File: src/rtl/fft_r2_stage_engine.sv
// Radix-2 DIT butterfly engine: executes all N/2 butterflies of one FFT stage in place.
// Optional FFT_STAGE_SCALE_EN halves A+t / A-t before saturation (1/N scaling over a full FFT).
//
// state | meaning
// IDLE  | wait for start, latch stage index
// RDA   | present a address and twiddle index
// RDB   | capture A and twiddle, present b address
// MUL   | t = B*W, rounded, registered
// WRA   | write sat(A + t) to a
// WRB   | write sat(A - t) to b, advance k or finish
// FIN   | done pulse
// ERR   | done + err pulse, stage index out of range
module fft_r2_stage_engine #(
    parameter int LOG2N  = 6,
    parameter int DATA_W = 16,
    parameter int TW_W   = 16
) (
    input  logic              clk,
    input  logic              rst,
    input  logic              start,
    input  logic [4:0]        stage,
    output logic              busy,
    output logic              done,
    output logic              err,
    output logic [LOG2N-1:0]  mem_addr,
    output logic              mem_we,
    output logic [DATA_W-1:0] mem_wdata_re,
    output logic [DATA_W-1:0] mem_wdata_im,
    input  logic [DATA_W-1:0] mem_rdata_re,
    input  logic [DATA_W-1:0] mem_rdata_im,
    output logic [LOG2N-2:0]  tw_addr,
    input  logic [TW_W-1:0]   tw_cos,
    input  logic [TW_W-1:0]   tw_sin
);
    localparam int KW  = LOG2N - 1;
    localparam int PW  = DATA_W + TW_W + 1;
    localparam int TDW = DATA_W + 2;
    localparam int SW  = DATA_W + 3;
    localparam logic signed [PW-1:0] RND     = PW'(1) << (TW_W - 2);
    localparam logic signed [SW-1:0] SAT_MAX = {4'b0000, {(DATA_W-1){1'b1}}};
    localparam logic signed [SW-1:0] SAT_MIN = ~SAT_MAX;

    typedef enum logic [2:0] {
        S_IDLE, S_RDA, S_RDB, S_MUL, S_WRA, S_WRB, S_FIN, S_ERR
    } state_t;

    state_t                   state_q, state_d;
    logic [KW-1:0]            k_q, k_d;
    logic [4:0]               stage_q, stage_d;
    logic signed [DATA_W-1:0] a_re_q, a_re_d, a_im_q, a_im_d;
    logic signed [TW_W-1:0]   cos_q, cos_d, sin_q, sin_d;
    logic signed [TDW-1:0]    t_re_q, t_re_d, t_im_q, t_im_d;

    logic signed [PW-1:0]     b_re_x, b_im_x, cos_x, sin_x, acc_re, acc_im;
    logic [LOG2N-1:0]         k_ext, half, j, idx_a, idx_b;
    logic [KW-1:0]            tw_idx;
    logic signed [SW-1:0]     a_re_x, a_im_x, t_re_x, t_im_x;
    logic signed [SW-1:0]     sum_re, sum_im, dif_re, dif_im;

    function automatic logic [DATA_W-1:0] sat(input logic signed [SW-1:0] v);
        if (v > SAT_MAX) return DATA_W'(SAT_MAX);
        else if (v < SAT_MIN) return DATA_W'(SAT_MIN);
        return DATA_W'(v);
    endfunction

    always_ff @(posedge clk or posedge rst) begin
        if (rst) begin
            state_q <= S_IDLE;
            k_q     <= '0;
            stage_q <= '0;
            a_re_q  <= '0;
            a_im_q  <= '0;
            cos_q   <= '0;
            sin_q   <= '0;
            t_re_q  <= '0;
            t_im_q  <= '0;
        end else begin
            state_q <= state_d;
            k_q     <= k_d;
            stage_q <= stage_d;
            a_re_q  <= a_re_d;
            a_im_q  <= a_im_d;
            cos_q   <= cos_d;
            sin_q   <= sin_d;
            t_re_q  <= t_re_d;
            t_im_q  <= t_im_d;
        end
    end

    always_comb begin
        state_d = state_q;
        k_d     = k_q;
        stage_d = stage_q;
        a_re_d  = a_re_q;
        a_im_d  = a_im_q;
        cos_d   = cos_q;
        sin_d   = sin_q;
        t_re_d  = t_re_q;
        t_im_d  = t_im_q;
        // In MUL the RAM read port is returning B
        b_re_x  = PW'($signed(mem_rdata_re));
        b_im_x  = PW'($signed(mem_rdata_im));
        cos_x   = PW'(cos_q);
        sin_x   = PW'(sin_q);
        acc_re  = b_re_x * cos_x + b_im_x * sin_x + RND;
        acc_im  = b_im_x * cos_x - b_re_x * sin_x + RND;
        case (state_q)
            S_IDLE: begin
                k_d = '0;
                if (start) begin
                    stage_d = stage;
                    state_d = (stage < 5'(LOG2N)) ? S_RDA : S_ERR;
                end
            end
            S_RDA: state_d = S_RDB;
            S_RDB: begin
                a_re_d  = $signed(mem_rdata_re);
                a_im_d  = $signed(mem_rdata_im);
                cos_d   = $signed(tw_cos);
                sin_d   = $signed(tw_sin);
                state_d = S_MUL;
            end
            S_MUL: begin
                t_re_d  = TDW'(acc_re >>> (TW_W - 1));
                t_im_d  = TDW'(acc_im >>> (TW_W - 1));
                state_d = S_WRA;
            end
            S_WRA: state_d = S_WRB;
            S_WRB: begin
                if (k_q == {KW{1'b1}}) begin
                    state_d = S_FIN;
                end else begin
                    k_d     = k_q + KW'(1);
                    state_d = S_RDA;
                end
            end
            S_FIN:   state_d = S_IDLE;
            S_ERR:   state_d = S_IDLE;
            default: state_d = S_IDLE;
        endcase
    end

    always_comb begin
        k_ext  = {1'b0, k_q};
        half   = LOG2N'(1) << stage_q;
        j      = k_ext & (half - LOG2N'(1));
        idx_a  = ((k_ext >> stage_q) << (stage_q + 5'd1)) | j;
        idx_b  = idx_a | half;
        tw_idx = KW'(j) << (5'(KW) - stage_q);
        a_re_x = SW'(a_re_q);
        a_im_x = SW'(a_im_q);
        t_re_x = SW'(t_re_q);
        t_im_x = SW'(t_im_q);
        sum_re = a_re_x + t_re_x;
        sum_im = a_im_x + t_im_x;
        dif_re = a_re_x - t_re_x;
        dif_im = a_im_x - t_im_x;
`ifdef FFT_STAGE_SCALE_EN
        sum_re = sum_re >>> 1;
        sum_im = sum_im >>> 1;
        dif_re = dif_re >>> 1;
        dif_im = dif_im >>> 1;
`endif
        busy         = 1'b0;
        done         = 1'b0;
        err          = 1'b0;
        mem_we       = 1'b0;
        mem_addr     = '0;
        tw_addr      = '0;
        mem_wdata_re = '0;
        mem_wdata_im = '0;
        case (state_q)
            S_RDA: begin
                busy     = 1'b1;
                mem_addr = idx_a;
                tw_addr  = tw_idx;
            end
            S_RDB, S_MUL: begin
                busy     = 1'b1;
                mem_addr = idx_b;
            end
            S_WRA: begin
                busy         = 1'b1;
                mem_we       = 1'b1;
                mem_addr     = idx_a;
                mem_wdata_re = sat(sum_re);
                mem_wdata_im = sat(sum_im);
            end
            S_WRB: begin
                busy         = 1'b1;
                mem_we       = 1'b1;
                mem_addr     = idx_b;
                mem_wdata_re = sat(dif_re);
                mem_wdata_im = sat(dif_im);
            end
            S_FIN: done = 1'b1;
            S_ERR: begin
                done = 1'b1;
                err  = 1'b1;
            end
            default: ;
        endcase
    end
endmodule

File: config.mk
export PLATFORM = sky130hd
export DESIGN_NAME = fft_r2_stage_engine
export DESIGN_NICKNAME = d
export VERILOG_FILES = /design/src/rtl/fft_r2_stage_engine.sv
export SDC_FILE = /design/constraint.sdc
export NUM_CORES = 2
export LEC_CHECK = 0
export BUFFER_PORTS_ARGS = -buffer_cell sky130_fd_sc_hd__buf_2
export CAP_MARGIN = 0
export CELL_PAD_IN_SITES_DETAIL_PLACEMENT = 0
export CELL_PAD_IN_SITES_GLOBAL_PLACEMENT = 2
export CORE_MARGIN = 5
export CORE_UTILIZATION = 43
export CTS_CLUSTER_DIAMETER = 60
export DETAILED_ROUTE_END_ITERATION = 12
export MAX_ROUTING_LAYER = met4
export PLACE_DENSITY_LB_ADDON = 0.08
export SLEW_MARGIN = 10
export SYNTH_ARGS = -nofsm -noshare
export SYNTH_HDL_FRONTEND = slang
export SYNTH_SLANG_ARGS = --single-unit
File: constraint.sdc
create_clock -name clk -period 8.85 [get_ports clk]
set_clock_uncertainty 0.2 [all_clocks]
set_input_delay 1.3275 -clock clk [delete_from_list [all_inputs] [get_ports clk]]
set_output_delay 1.3275 -clock clk [all_outputs]
set_load 0.1 [all_outputs]
==> metrics <==
adder and majority cell fraction of the synthesized area=58.4%; number of clock sinks=roughly 110; Synth Area in Compound Gates=5.14%; worst-skew pair later-pin latency=510 ps; Synth Warn #=0; maximum fanout count along the critical path=12; Max Clock Freq=117 MHz; outcome=completed; Synth Area in XOR/XNOR=between 2 and 2.5%; area of the mapped netlist=48,400 µm²; detailed-route via count=~34,000; pin count of the biggest net entering global routing=71; overall die height=346 µm; Syn-to-layout area delta=8.75%; final hold vios=0; number of fillers in the final layout=11,100; post-synthesis area per instance=roughly 9 µm²; worst hold path stage count=2; worst rel slew slack=21.2%; area of the placeable core=approximately 110,000 µm²; remaining design rule violation count=0; unrepaired setup endpoints after global routing=no; Slew @ Worst Pin=1170 ps; post-detailed-route count of antenna-violating nets=0; category of the critical setup timing path=input pin to flip-flop; FF-to-FF path depth=25; initial antenna violation count=6; number of iterations in the first detailed-routing pass=5; I/O Buffers=118; number of placed I/O pins=between 100 and 150; Crit path required time=9010 ps; CP arrival=8740 ps; overall overflow remaining after global route=0; per-cell routed wire length=20.5 µm; area of the die=119,000 µm²; final cycle utilization of the critical path=96.9%; max-slew violation count=0; path type of the worst min-delay path=flip-flop to flip-flop; Period minus WS final=8580 ps; Total Wirelength=142,000 µm; width of the die=346 µm; number of buffers between clock root and the deepest sink=2; unique cell type count in the Yosys netlist=82; # nets final=7,007; number of DRC violations after detailed-routing iteration 0=between 1,500 and 2,000; hold_buf cts=0; Layout Cells excl Fill=6,895; Post-synth ARST share=100%; Worst-path clk slew=70 ps; cells after synthesis=5,254; net count after synthesis=6,880; average vias per placed instance=around 4.9; most common flop cell mapped by yosys=dfrtp_1; clock tree root buffer cell=clkbuf_16; CTS tree=built; post-synthesis sequential element count=about 110; cell count after placement=between 6,000 and 7,000; share of cell area taken by muxes after synthesis=1.63%; first-pass GRT wire length=228,000 µm; number of synthesized flops with an enable pin=0; detailed-placement wirelength estimate=between 100,000 and 150,000 µm; CP Capture Type=flip-flop; number of global-route vias before repair=about 38,000; simple-gate share of the synthesized area=14.0%; Post-CTS Setup Inserts=0; category of the worst setup path launch point=input pin; routability cong.=0.912; total clock buffers created by CTS=17; hold slack=between 300 and 400 ps; sequential cell area fraction in the yosys report=5.84%; combinational family with the most area after synthesis=adder cells; share of post-route cells with drive strength above 1=under 10%; CP dominant cell by count=fa_1; number of rows in the core area=123; worst stage delay on the critical path=660 ps; global-route usage over all layers=25.7%; initial cell density of the core=between 40% and 50%; Max-Cap Viols=0; cell with the biggest individual delay on the critical path=fa_1; H-tree Lvls=4; number of endpoints failing setup at the final stage=0
==> area by class of cell <==
cell class | instances | area (µm²) | area share, %
sequential | 113 | 2830 | 5.37
antenna | 2 | 5.00 | 0.00950
clock inverter | 11 | 158 | 0.299
timing repair buffer | 363 | 2720 | 5.17
clock buffer | 20 | 447 | 0.848
inverter | 1343 | 5050 | 9.58
multi-input combinational | 3543 | 39600 | 75.2
tap | 1500 | 1880 | 3.56
==> worst max-delay path: cells and delay by family <==
kind / cells / cell delay (ps)
adders and majority gates: 9 / 4580
AOI/OAI and AO/OA: 7 / 1310
and+or+nand+nor: 2 / 280
buffers and inverters: 7 / 1000
xor gates and xnor gates: 1 / 200
==> timing repair <==
item	CTS	global route
hold endpoints to repair	0	0
setup endpoints to repair	0	5
resized for setup	0	11
==> metal layers <==
layer / global-route usage [%] / vias to the layer above / wire, µm
met3: 3.14 / 123 / 5540
met2: 42.2 / 605 / 68900
met5: - / - / 0
met4: 6.16 / 0 / 3670
met1: 34.5 / 17800 / 63500
li1: - / 15600 / -
==> cell usage after synthesis (5+ instances only) <==
cell	count	share of area, %
buf_2	21	0.22
o21ai_0	104	1.1
o21bai_1	10	0.15
nand2b_1	39	0.50
a211oi_1	18	0.28
or2_2	6	0.077
xor2_1	33	0.60
xnor2_1	105	1.9
a21o_1	26	0.40
and2_1	476	6.1
a211o_1	7	0.13
ha_1	377	9.7
nand2_1	607	4.7
nand3_1	48	0.50
fa_1	1177	49
mux2_2	64	1.5
nor2b_1	14	0.18
o21a_1	13	0.20
a31oi_1	9	0.12
o21ai_1	26	0.27
nand4_1	9	0.12
o211ai_1	10	0.15
dfrtp_1	113	5.8
and3_1	10	0.13
inv_1	1340	10
o31ai_1	5	0.077
nor3_1	28	0.29
nor2_1	139	1.1
o22ai_1	5	0.065
clkbuf_1	227	1.8
mux2i_1	6	0.12
a21oi_1	88	0.91
==> cell families (layout without fill, tap and decap cells) <==
kind of cell / Yosys count / after routing
xor gates and xnor gates: 138 / 138
and+or+nand+nor: 1396 / 1396
other: 0 / 2
adders and majority gates: 1554 / 1554
muxes: 71 / 71
buffers and inverters: 1598 / 1737
AOI/OAI and AO/OA: 384 / 384
DFF: 113 / 113
==> sequential cells by signal, summed over array words and instances, names as in the netlist <==
signal	count
state_q	3
t_im_q	18
sin_q	16
stage_q	5
k_q	5
cos_q	16
t_re_q	18
a_im_q	16
a_re_q	16
==> cells in the final DEF, fill, tap and decap left out, types with 88 or more instances in the layout <==
| master | synthesis | layout |
|---|---|---|
| a21oi_1 | 88 | 88 |
| and2_1 | 476 | 476 |
| buf_2 | 21 | 117 |
| buf_4 | 1 | 219 |
| dfrtp_1 | 113 | 113 |
| fa_1 | 1177 | 1177 |
| ha_1 | 377 | 377 |
| inv_1 | 1340 | 1338 |
| nand2_1 | 607 | 606 |
| nor2_1 | 139 | 138 |
| o21ai_0 | 104 | 103 |
| xnor2_1 | 105 | 104 |
==> final timing paths <==
kind                                        from                     end  slack, ps
min in group asynchronous                    rst  state_q[1]$_DFFE_PP0P_        820
max reg2reg                 sin_q[1]$_DFFE_PP0P_  t_re_q[17]$_DFFE_PP0P_        390
max                             mem_rdata_im[15]  t_re_q[17]$_DFFE_PP0P_        270
min reg2reg                t_im_q[8]$_DFFE_PP0P_   t_im_q[8]$_DFFE_PP0P_        310
max in group asynchronous                    rst   a_re_q[9]$_DFFE_PP0P_       6380
min                        t_im_q[8]$_DFFE_PP0P_   t_im_q[8]$_DFFE_PP0P_        310
==> metrics by stage <==
| stage | setup TNS, ps | area [µm²] | utilization (%) | worst slack [ps] |
|---|---|---|---|---|
| finish | 0 | 52700 | 47.0 | 273 |
| global placement | -1600 | 52000 | 46.4 | -298 |
| CTS | 0 | 52600 | 46.9 | 156 |
| floorplan | 0 | 48400 | - | 189 |
| global route | 0 | 52700 | 47.0 | 7.36 |
| detailed placement | -2020 | 52000 | 46.4 | -397 |
Power is not shown: default switching activity piles up to over one toggle a cycle in this logic, so the estimate is an artifact.
